[src/rtl/blink_pkg.sv]
// Shared constants for the LED blinker front end: debounce FSM encoding,
// rate index width and default timing values for a 50 MHz clock.
package blink_pkg;

    localparam int unsigned RATE_W = 2;

    // Debounce FSM state encoding
    localparam logic [1:0] ST_UP        = 2'd0;
    localparam logic [1:0] ST_DOWN_PEND = 2'd1;
    localparam logic [1:0] ST_DOWN      = 2'd2;
    localparam logic [1:0] ST_UP_PEND   = 2'd3;

    localparam int unsigned     DEF_DEBOUNCE_CYCLES = 250000;
    localparam longint unsigned DEF_PERIOD0         = 64'd5000;
    localparam longint unsigned DEF_PERIOD1         = 64'd500000;
    localparam longint unsigned DEF_PERIOD2         = 64'd5000000;
    localparam longint unsigned DEF_PERIOD3         = 64'd25000000;

    // Rate index steps 0..3 and wraps back to 0
    function automatic logic [RATE_W-1:0] next_rate(input logic [RATE_W-1:0] rate);
        return rate + 1'b1;
    endfunction

endpackage

[src/rtl/key_debounce.sv]
// Synchronizes the raw active-low push button and debounces it; emits a
// one-cycle registered pulse per accepted press (never on release).
module key_debounce
    import blink_pkg::*;
#(
    parameter int unsigned DEBOUNCE_CYCLES = DEF_DEBOUNCE_CYCLES
) (
    input  logic CLOCK_50,
    input  logic reset,
    input  logic KEY,
    output logic key_pulse
);

    localparam int unsigned       DB_W    = $clog2(DEBOUNCE_CYCLES);
    localparam logic [DB_W-1:0]   DB_LAST = DB_W'(DEBOUNCE_CYCLES - 1);

    logic            s1_q, s2_q;
    logic [1:0]      state_q, state_d;
    logic [DB_W-1:0] db_cnt_q, db_cnt_d, db_cnt_inc;
    logic            key_pulse_q, key_pulse_d;

    // Two-flop synchronizer; resets to the released level
    always_ff @(posedge CLOCK_50 or posedge reset) begin
        if (reset) begin
            s1_q <= 1'b1;
            s2_q <= 1'b1;
        end else begin
            s1_q <= KEY;
            s2_q <= s1_q;
        end
    end

    // Debounce FSM next state; the counter saturates only via the state change
    always_comb begin
        state_d     = state_q;
        db_cnt_d    = db_cnt_q;
        key_pulse_d = 1'b0;
        db_cnt_inc  = db_cnt_q + 1'b1;
        case (state_q)
            ST_UP: begin
                if (!s2_q) begin
                    state_d  = ST_DOWN_PEND;
                    db_cnt_d = '0;
                end
            end
            ST_DOWN_PEND: begin
                if (s2_q) begin
                    state_d = ST_UP;
                end else begin
                    db_cnt_d = db_cnt_inc;
                    if (db_cnt_inc == DB_LAST) begin
                        state_d     = ST_DOWN;
                        key_pulse_d = 1'b1;
                    end
                end
            end
            ST_DOWN: begin
                if (s2_q) begin
                    state_d  = ST_UP_PEND;
                    db_cnt_d = '0;
                end
            end
            ST_UP_PEND: begin
                if (!s2_q) begin
                    state_d = ST_DOWN;
                end else begin
                    db_cnt_d = db_cnt_inc;
                    if (db_cnt_inc == DB_LAST) begin
                        state_d = ST_UP;
                    end
                end
            end
            default: state_d = ST_UP;
        endcase
    end

    // FSM, debounce counter and press pulse registers
    always_ff @(posedge CLOCK_50 or posedge reset) begin
        if (reset) begin
            state_q     <= ST_UP;
            db_cnt_q    <= '0;
            key_pulse_q <= 1'b0;
        end else begin
            state_q     <= state_d;
            db_cnt_q    <= db_cnt_d;
            key_pulse_q <= key_pulse_d;
        end
    end

    assign key_pulse = key_pulse_q;

endmodule

[src/rtl/blink_tick_gen.sv]
// Blinker front end: debounced button steps through four rates, and a
// period counter emits a one-cycle tick at the selected period.
module blink_tick_gen
    import blink_pkg::*;
#(
    parameter int unsigned     DEBOUNCE_CYCLES = DEF_DEBOUNCE_CYCLES,
    parameter longint unsigned PERIOD0         = DEF_PERIOD0,
    parameter longint unsigned PERIOD1         = DEF_PERIOD1,
    parameter longint unsigned PERIOD2         = DEF_PERIOD2,
    parameter longint unsigned PERIOD3         = DEF_PERIOD3,
    parameter int unsigned     CNT_W           = 33
) (
    input  logic       CLOCK_50,
    input  logic       reset,
    input  logic       KEY,
    input  logic       run_en,
    output logic       tick,
    output logic [1:0] rate_sel,
    output logic       key_pulse
);

    logic [RATE_W-1:0] rate_q, rate_d;
    logic [CNT_W-1:0]  cnt_q, cnt_d, period_last;
    logic              tick_q, tick_d;

    key_debounce #(
        .DEBOUNCE_CYCLES(DEBOUNCE_CYCLES)
    ) u_key_debounce (
        .CLOCK_50 (CLOCK_50),
        .reset    (reset),
        .KEY      (KEY),
        .key_pulse(key_pulse)
    );

    // Terminal count for the currently selected rate
    always_comb begin
        case (rate_q)
            2'd0:    period_last = CNT_W'(PERIOD0 - 64'd1);
            2'd1:    period_last = CNT_W'(PERIOD1 - 64'd1);
            2'd2:    period_last = CNT_W'(PERIOD2 - 64'd1);
            default: period_last = CNT_W'(PERIOD3 - 64'd1);
        endcase
    end

    // Rate step and period counter; a press outranks run_en and terminal count
    always_comb begin
        rate_d = rate_q;
        cnt_d  = cnt_q;
        tick_d = 1'b0;
        if (key_pulse) begin
            rate_d = next_rate(rate_q);
            cnt_d  = '0;
        end else if (!run_en) begin
            cnt_d = cnt_q;
        end else if (cnt_q == period_last) begin
            cnt_d  = '0;
            tick_d = 1'b1;
        end else begin
            cnt_d = cnt_q + 1'b1;
        end
    end

    // Rate, counter and tick registers
    always_ff @(posedge CLOCK_50 or posedge reset) begin
        if (reset) begin
            rate_q <= '0;
            cnt_q  <= '0;
            tick_q <= 1'b0;
        end else begin
            rate_q <= rate_d;
            cnt_q  <= cnt_d;
            tick_q <= tick_d;
        end
    end

    assign tick     = tick_q;
    assign rate_sel = rate_q;

endmodule

[config.mk]
export PLATFORM = sky130hd
export DESIGN_NAME = blink_tick_gen
export DESIGN_NICKNAME = d
export VERILOG_FILES = /design/src/rtl/blink_pkg.sv /design/src/rtl/key_debounce.sv /design/src/rtl/blink_tick_gen.sv
export SDC_FILE = /design/constraint.sdc
export NUM_CORES = 1
export LEC_CHECK = 0
export BUFFER_PORTS_ARGS = -buffer_cell sky130_fd_sc_hd__clkbuf_2
export CELL_PAD_IN_SITES_DETAIL_PLACEMENT = 2
export CELL_PAD_IN_SITES_GLOBAL_PLACEMENT = 2
export CORE_ASPECT_RATIO = 1.5
export CORE_UTILIZATION = 45
export CTS_BUF_LIST = sky130_fd_sc_hd__clkbuf_4
export CTS_CLUSTER_DIAMETER = 120
export CTS_CLUSTER_SIZE = 24
export DETAILED_ROUTE_END_ITERATION = 8
export GPL_ROUTABILITY_DRIVEN = 0
export PLACE_DENSITY_LB_ADDON = 0.3
export SLEW_MARGIN = 20
export SYNTH_ARGS = -nofsm -noshare
export SYNTH_HDL_FRONTEND = slang
export SYNTH_SLANG_ARGS = --single-unit
[constraint.sdc]
create_clock -name CLOCK_50 -period 4.1 [get_ports CLOCK_50]
set_input_delay 0.205 -clock CLOCK_50 [delete_from_list [all_inputs] [get_ports CLOCK_50]]
set_output_delay 0.205 -clock CLOCK_50 [all_outputs]
set_load 0.05 [all_outputs]
### Word level (Yosys, flattened, before mapping)

Index checks and enable logic that the tools add are counted.

* flip-flop bits (word level): 59
* bits of input ports: 4
* word-level logic and storage cells: 51

* add/subtract/negate cells: 3
* eq/ne operators: 13
* muxes and demuxes: 22
* reductions and logical operators: 5

Operators by type and width (count)
* 33-bit 2-to-1 mux: 3
* 25-bit one-hot mux with 3 select lines: 1
* 18-bit 2-to-1 mux: 4
* 18-bit one-hot mux with 4 select lines: 1
* 33-bit by 1-bit adder with 33-bit output, second input constant: 1
* 33-bit equality test: 1
* 18-bit by 1-bit adder with 18-bit output, second input constant: 1
* 18-bit equality test, second input constant: 1
* 2-bit 2-to-1 mux: 6
* 2-bit one-hot mux with 4 select lines: 1
* 4-bit AND reduction: 2
* 2-bit equality test, second input constant: 3
* 1-bit 2-to-1 mux: 6
* 2-bit by 1-bit equality test with 1-bit output, second input constant: 2
* 2-bit logical NOT: 2
* 2-bit by 1-bit != test with 1-bit output, second input constant: 2
* 2-bit != test, second input constant: 2
* 3-bit by 1-bit != test with 1-bit output, second input constant: 1
* 3-bit != test, second input constant: 1
* 2-bit by 1-bit adder with 2-bit output, second input constant: 1
* 2-bit nonzero test: 1

### Logic depth before layout (Yosys ltp)

Gate-level depths: netlist of the first run.

* word-level depth: 6
* mapped depth: 10
* gate-level depth less buffers: 8

### Hierarchy

Synthesis of the first run repeated with hierarchy kept, for this count alone.

* cell total of the unflattened synthesis: 432
* area, all modules: 3721.1 um^2

Modules (own cells, without submodules)
* blink_tick_gen: times used 1, cells an instance 271, area an instance 2283.4 um^2, seq. area each 900.9 um^2
* key_debounce: times used 1, cells an instance 161, area an instance 1437.6 um^2, seq. area each 578.1 um^2

### Worst setup path after synthesis of the first run

No wires, ideal clock.

* path type: reg2reg
* start: reg rate_q[0], in the netlist rate_sel[0]
* end: reg cnt_q[4]
* setup time: 121 ps
* data arrival time: 2753 ps
* required time: 3979 ps
* path slack: 1226 ps
* cell stages (with the launch flop): 10
* buffers on the path: 1
* clock period less this slack: 2874 ps
* cell sequence: dfrtp_1 > inv_1 > ha_1 > or4_1 > o31a_1 > a2111oi_4 > a21oi_2 > buf_6 > a21o_1 > a22o_1

* longest elaborated chain between the ends: 6
* elaborated cells on any way between the ends: 8
* those cells by class: 3 x eq/ne; 4 x mux; 1 x reduce/logical

RTL lines
* start: declaration: RTL line blink_tick_gen.sv:22 `logic [RATE_W-1:0] rate_q, rate_d;`
* start signal: assignment: RTL line blink_tick_gen.sv:70 `rate_q <= rate_d;`
* 2-bit equality test (tied with other cells): RTL line blink_tick_gen.sv:37 `case (rate_q)`
* 25-bit one-hot mux with 3 select lines *: RTL line blink_tick_gen.sv:37
* 33-bit equality test *: RTL line blink_tick_gen.sv:55 `end else if (cnt_q == period_last) begin`
* 33-bit 2-to-1 mux *: RTL line blink_tick_gen.sv:55
* 33-bit 2-to-1 mux *: RTL line blink_tick_gen.sv:53 `end else if (!run_en) begin`
* 33-bit 2-to-1 mux *: RTL line blink_tick_gen.sv:50 `if (key_pulse) begin`
* end signal: assignment: RTL line blink_tick_gen.sv:71 `cnt_q <= cnt_d;`
* end: declaration: RTL line blink_tick_gen.sv:23 `logic [CNT_W-1:0] cnt_q, cnt_d, period_last;`

Every way passes the cells marked *; elsewhere a longest branch is shown, timed or not. The select of a mux whose other input is x is not followed.
A chain may end at the register's enable or synchronous reset.

### Worst setup path in the final report of the first run

* start: reg rate_q[0], in the netlist rate_sel[0]
* end: reg cnt_q[8]

Same word-level chain as after synthesis.

==> results of run 1 <==
## synth_stat cells (all sizes together), types with 2 or more instances
library cell / instances / share of area, %
or3: 4 / 0.69
or4: 4 / 0.83
a21o: 15 / 3.1
ha: 7 / 2.4
a22o: 16 / 3.9
a21oi: 13 / 1.9
o31a: 3 / 0.73
nor4: 7 / 1.8
dfstp: 2 / 1.5
nand2b: 5 / 0.87
nor4b: 3 / 0.90
xor2: 8 / 1.9
o21ai: 24 / 3.3
or2: 2 / 0.35
mux2i: 9 / 2.5
nand3: 20 / 2.9
xnor2: 5 / 1.2
nand2: 45 / 4.7
buf: 9 / 2.0
o2bb2ai: 2 / 0.49
inv: 11 / 1.1
dfrtp: 57 / 40
a211o: 2 / 0.49
o21a: 2 / 0.42
a31oi: 2 / 0.35
nand4: 16 / 2.8
and2: 2 / 0.35
and4: 5 / 1.2
nor3: 8 / 1.4
o2111ai: 2 / 0.49
o22ai: 4 / 0.69
a2111oi: 3 / 1.4
nor2: 29 / 3.0
clkbuf: 11 / 1.2
and3: 10 / 1.7
o211ai: 2 / 0.42
o31ai: 11 / 2.3
## what timing repair did
item | in CTS | in global routing
hold buffers | 2 | 0
endpoints found under the hold margin | 32 | 0
buffers inserted | 0 | 0
## worst max path at each step
stage,cells after the start,end,start,slack (ns)
floorplan,9,cnt_q[4],rate_sel[0],1.23
global placement,8,cnt_q[8],rate_sel[0],1.11
global route,8,cnt_q[8],rate_sel[0],0.66
CTS,8,cnt_q[8],rate_sel[0],0.81
detailed placement,8,cnt_q[8],rate_sel[0],0.91
finish,8,cnt_q[8],rate_sel[0],0.80
## sequential cells by signal, indices dropped and copies added, names as in the netlist, named ones only
| register | count |
|---|---|
| tick | 1 |
| u_key_debounce.key_pulse | 1 |
| rate_sel | 2 |
| cnt_q | 33 |
| u_key_debounce.s1_q | 1 |
| u_key_debounce.db_cnt_q | 18 |
| u_key_debounce.s2_q | 1 |
| u_key_debounce.state_q | 1 |
## per-layer routing
| layer | GRT usage (%) | routed length, microns | vias up | share of wire, % |
|---|---|---|---|---|
| met5 | 0 | 0 | - | 0 |
| met4 | 21.3 | 556 | 0 | 4.6 |
| met3 | 4.25 | 228 | 40 | 1.9 |
| met2 | 55.7 | 6610 | 51 | 55 |
| met1 | 31.4 | 4650 | 1696 | 39 |
| li1 | - | - | 1471 | - |
## power groups by stage
| stage | combinational, mW | clock [mW] | sequential, mW |
|---|---|---|---|
| after floorplan | 0.0993 | 0 | 0.646 |
| after global placement | 0.117 | 0 | 0.658 |
| after detailed placement | 0.124 | 0 | 0.664 |
| after CTS | 0.132 | 0.499 | 0.653 |
| after global routing | 0.142 | 0.517 | 0.659 |
| final | 0.131 | 0.493 | 0.654 |
## cell type report
| class | count | area (sq um) |
|---|---|---|
| antenna | 1 | 2.50 |
| clock buffer | 10 | 75.1 |
| clock inverter | 6 | 80.1 |
| fill | 845 | 3840 |
| inverter | 12 | 45.0 |
| multi-input combinational | 302 | 1970 |
| sequential | 59 | 1480 |
| tap | 102 | 128 |
| timing repair buffer | 13 | 85.1 |
## stage by stage
stage | utilization (%) | hold slack, ns | worst slack [ns] | area, sq um
2_1_floorplan | - | 0.209 | 1.23 | 3610
3_3_place_gp | 47.8 | 0.292 | 1.11 | 3690
3_5_place_dp | 47.8 | 0.294 | 0.913 | 3690
4_1_cts | 50.1 | 0.201 | 0.811 | 3860
5_1_grt | 50.1 | 0.243 | 0.663 | 3860
6_report | 50.1 | 0.233 | 0.800 | 3860
## placed cells by master, fill, tap and decap left out, types with 3 or more instances in the layout
cell	n
dfrtp_1	57
nand2_1	45
nor2_1	28
o21ai_0	24
nand3_1	19
nand4_1	16
a22o_1	16
a21o_1	15
a21oi_1	12
o31ai_1	11
and3_1	10
inv_1	10
clkbuf_4	10
mux2i_1	9
xor2_1	8
nor3_1	7
ha_1	7
clkbuf_2	7
xnor2_1	5
nor4_1	5
nand2b_1	5
and4_1	5
or4_1	4
or3_1	4
o22ai_1	4
clkinv_2	4
buf_4	4
o31a_1	3
## kinds of logic after synthesis
group | Yosys count
mux | 9
compound gates | 107
buf+inv | 32
flops | 59
simple gates | 166
fa+ha+maj | 7
xor+xnor | 13
## critical path, stage by stage, from the launching register on
cell and delay [ns]:
dfrtp_1 0.54, inv_1 0.12, ha_1 0.26, or4_1 0.55, o31a_1 0.30, a2111oi_4 0.32
a21o_1 0.62, o22ai_1 0.22, a22o_1 0.27
==> impl_metrics.csv, run 1 <==
group,metric,value,unit
run_status,status,"completed",
placement,portBuffers,7,
sta,max_slew.worst_pin.slew,1.06,ns
floorplanning,start_util,46.8,%
synthesis,async_reset_ff_share,100,%
critical_path,r2r_cells,8,
grt,antenna_found_initial,1,
drt,num_vias,3258,
sta,relSlewSlack,29.1,%
placement,dp.cells,486,
floorplanning,fp-row-count,39,
sta,setup_viol,0,
grt,grt.overflow.total,0,
critical_path,r2r_end,"cnt_q[8]",
cts,clock_path_buffers,2,
floorplanning,core,0.00771,sq mm
critical_path,critPathMaxFanout,20,
synthesis,avgSynthCellArea,9.18,sq um
synthesis,synth_flop_cell,"dfrtp_1",
power_and_ir_drop,ir_drop,0.223,mV
power_and_ir_drop,power_frac_seq,51.2,%
synthesis,synthCells,393,
placement,hpwl,7.86,mm
layout,drive_gt1_share,10.2,%
critical_path,crit_required,4.44,ns
synthesis,yosys.area_share.simple,25.0,%
floorplanning,ios,8,
cts,h-tree-depth,3,
synthesis,synth_cell_types,61,
sta,rsz0062_at_grt,"no",
hold_path,whs_endpoint,"cnt_q[6]",
drt,wl,12.0,mm
critical_path,timing.rr.start,"rate_sel[0]",
cts,cts_resized,0,
grt,grt_start_max_net_pins,35,
cts,ctsRootBufferMaster,"clkbuf_4",
power_and_ir_drop,p_int,0.907,mW
critical_path,r2r_setup_slack,0.80,ns
grt,track_usage,30.9,%
layout,final_cells,505,
layout,nets,408,
flow_run,cap_violations,0,
drt,drt_iter0_markers,113,
power_and_ir_drop,p_sw,0.371,mW
critical_path,start_kind,"register",
sta,finalClockSkew,0.0201,ns
floorplanning,fp.dieH,112,microns
cts,cts_tree,"done",
floorplanning,die_area,0.00839,sq mm
cts,clkTransAtPathRegs,0.11,ns
synthesis,yosysWarnings,0,
critical_path,crit_path_end_kind,"register",
cts,insertion_delay,0.45,ns
sta,period_share,80.5,%
sta,fin_crit,3.30,ns
critical_path,path_class,"reg2reg",
power_and_ir_drop,p_leak,1.71,nW
grt,grt_first_pass_wirelength,18.9,mm
drt,drtAntennaViolNets,0,
grt,grt_pass1_vias,3665,
synthesis,yosysSeqAreaShare,41.0,%
power_and_ir_drop,clockPowerShare,38.6,%
synthesis,syn-cell-area,0.00361,sq mm
power_and_ir_drop,cellPowerDensity,331,mW/mm^2
sta,hold_violations,0,
synthesis,synth_seq_cells,59,
drt,first_pass_iters,4,
sta,fin_tns_setup,0,ns
drt,drc,0,
synthesis,synthXorXnorAreaFrac,3.16,%
drt,via_per_inst,6.45,
synthesis,synth-edff-count,0,
synthesis,synth_top_family_by_area,"simple AND/OR/NAND/NOR gates",
floorplanning,die_w,75.1,microns
power_and_ir_drop,power,1.28,mW
power_and_ir_drop,p_sw_share,29.0,%
critical_path,critPathArrivalTime,3.64,ns
drt,avgRoutedWirePerCell,23.8,microns
cts,clock-sinks,59,
synthesis,synth_nets,404,
synthesis,synth_compound_gate_area_share,21.5,%
synthesis,synth-adder-area-share,2.43,%
cts,cts_inserted_buffers,9,
power_and_ir_drop,comb_power_share,10.2,%
hold_path,min_from,"run_en",
synthesis,muxShareOfSynthArea,2.50,%
sta,fmax,0.303,GHz
hold_path,hold_depth,3,
sta,slew_violations,0,
layout,synthToLayoutAreaGrowth,7.15,%
hold_path,min_path_type,"in2reg",
(Power assumes the default switching activity.)
==> inputs of run 2 (changes only) <==
--- a/config.mk
+++ b/config.mk
@@ -9,7 +9,7 @@
 export CELL_PAD_IN_SITES_DETAIL_PLACEMENT = 2
 export CELL_PAD_IN_SITES_GLOBAL_PLACEMENT = 2
 export CORE_ASPECT_RATIO = 1.5
-export CORE_UTILIZATION = 45
+export CORE_UTILIZATION = 38
 export CTS_BUF_LIST = sky130_fd_sc_hd__clkbuf_4
 export CTS_CLUSTER_DIAMETER = 120
 export CTS_CLUSTER_SIZE = 24
==> constraint.sdc (replaced) <==
create_clock -name CLOCK_50 -period 2.67 [get_ports CLOCK_50]
set_input_delay 0.1335 -clock CLOCK_50 [delete_from_list [all_inputs] [get_ports CLOCK_50]]
set_output_delay 0.1335 -clock CLOCK_50 [all_outputs]
set_load 0.05 [all_outputs]
==> run 2 against run 1 <==
  * Utilization is 3.6 points lower
  * Global-route usage is 4.1 points lower
  * Combinational power is 100% higher
  * Clock skew is 0.0074 ns lower
  * Final cell count is 9.5% higher
  * Setup slack worse by 0.77 ns
  * Cell area is 12% higher
  * Wire length is 5.2% higher
==> impl_metrics.csv, run 2 (same netlist as run 1, synthesis figures left out) <==
group,metric,value,unit
floorplanning,core,0.00925,sq mm
layout,seq_area,0.00148,sq mm
cts,insertion_delay,0.45,ns
layout,fillers,1016,
sta,period_share,98.9,%
layout,drive_gt1_share,20.2,%
placement,dp.cells,521,
grt,grt_start_max_net_pins,33,
drt,avgRoutedWirePerCell,22.9,microns
power_and_ir_drop,ir_drop,0.225,mV
drt,drtAntennaViolNets,0,
sta,fmax,0.379,GHz
run_status,status,"completed",
sta,slew_violations,0,
layout,final_common_cell,"dfrtp_1",
drt,wl,12.7,mm
floorplanning,fp-row-count,43,
drt,first_pass_iters,4,
sta,fin_crit,2.64,ns
floorplanning,fp.dieH,121,microns
drt,via_per_inst,6.11,
grt,track_usage,26.9,%
layout,multi_input_area,0.00201,sq mm
critical_path,path_class,"reg2reg",
layout,final_cell_mix,"dfrtp_1, nand2_1, buf_4, nor2_1, o21ai_0",
cts,clkTransAtPathRegs,0.12,ns
power_and_ir_drop,power,2.03,mW
placement,portBuffers,7,
sta,max_slew.worst_pin.slew,0.529,ns
sta,relSlewSlack,64.7,%
layout,largest_reg_flops,33,
grt,grt_pass1_vias,3662,
drt,drc,0,
floorplanning,start_util,39.0,%
sta,setup_viol,0,
drt,drt_iter0_markers,164,
layout,final_cells,553,
cts,h-tree-depth,3,
power_and_ir_drop,p_leak,1.94,nW
cts,clock_path_buffers,2,
hold_path,min_path_type,"in2async",
critical_path,start_kind,"register",
critical_path,crit_path_end_kind,"register",
critical_path,crit_required,3.02,ns
cts,cts_inserted_buffers,9,
grt,grt.overflow.total,0,
floorplanning,die_w,81.6,microns
placement,hpwl,8.33,mm
layout,fin_util,46.6,%
cts,ctsRootBufferMaster,"clkbuf_4",
grt,grt_first_pass_wirelength,19.4,mm
flow_run,cap_violations,0,
grt,antenna_found_initial,1,
sta,finalClockSkew,0.0128,ns
critical_path,critPathArrivalTime,2.99,ns
cts,cts_tree,"done",
floorplanning,ios,8,
cts,clock-sinks,59,
critical_path,critPathMaxFanout,7,
sta,hold_violations,0,
drt,num_vias,3379,
floorplanning,die_area,0.00989,sq mm
layout,synthToLayoutAreaGrowth,19.5,%
power_and_ir_drop,cellPowerDensity,472,mW/mm^2
layout,largest-register,"cnt_q",
layout,nets,446,
==> run 2: changes by cell type in the layout (fill, tap and decap cells not counted), moves of 2 or more <==
cell	change
clkbuf_16	+2
dfrtp_1	-3
dfrtp_2	+3
buf_4	+31
clkinv_4	+2
ha_2	+2
ha_1	-3
buf_12	+3
==> run 2: layout make-up <==
class                   instances  share of cell area, %
multi-input cells             302                   46.6
flip-flops and latches         59                   34.4
repair buffers                 51                   10.9
well taps                     112                   3.25
clock inverters                 7                   2.15
clock buffers                   9                   1.57
inverters                      12                   1.04
diodes                          1                 0.0581
==> run 2: worst max-delay path, stage by stage (launching register included) <==
cell	delay [ns]
dfrtp_2	0.44
inv_2	0.07
ha_4	0.16
or4_4	0.49
o31a_1	0.29
a2111oi_4	0.33
a21o_2	0.28
buf_12	0.14
o22ai_1	0.09
a22o_1	0.25
==> run 2: power by group <==
| part | total [mW] | switching (mW) | internal (mW) | leakage (nW) |
|---|---|---|---|---|
| Clock | 0.775 | 0.397 | 0.377 | 0.0896 |
| Sequential | 0.994 | 0.0583 | 0.935 | 0.800 |
| Combinational | 0.266 | 0.151 | 0.116 | 1.05 |
==> run 2: final timing paths <==
kind	from	endpoint	cells past startpoint	slack (ns)
hold / removal	reset	cnt_q[2]	3	0.10
min in group CLOCK_50	run_en	cnt_q[6]	3	0.18
setup reg to reg	rate_sel[0]	cnt_q[19]	9	0.03
hold reg to reg	u_key_debounce.s1_q	u_key_debounce.s2_q	0	0.37
max in group asynchronous	reset	rate_sel[0]	4	1.84
setup / recovery	rate_sel[0]	cnt_q[19]	9	0.03
==> run 2: metrics by stage <==
stage	area, sq um	setup WS, ns	hold WS (ns)	setup TNS (ns)
floorplan	3610	0.0310	0.138	0
global placement	3910	0.111	0.0302	0
detailed placement	3910	-0.00885	0.0333	-0.00885
CTS	4150	0.00290	0.0892	0
global route	4310	-0.0352	0.109	-0.213
finish	4310	0.0285	0.103	0
==> run 2: routing by layer <==
metal	vias to the layer above	global-route usage [%]	part of all wire (%)
met5	-	0	0
met4	0	10.0	3.3
met3	26	5.11	2.1
met2	44	51.2	57
met1	1760	27.7	38
li1	1549	-	-
==> run 2: timing repair <==
item,4_1_cts,5_1_grt
resized for setup,1,11
setup endpoints to repair,2,32
setup buffers,3,7
pin swaps,2,3
endpoints found under the hold margin,58,0
gates cloned,1,2
hold buffers,2,0
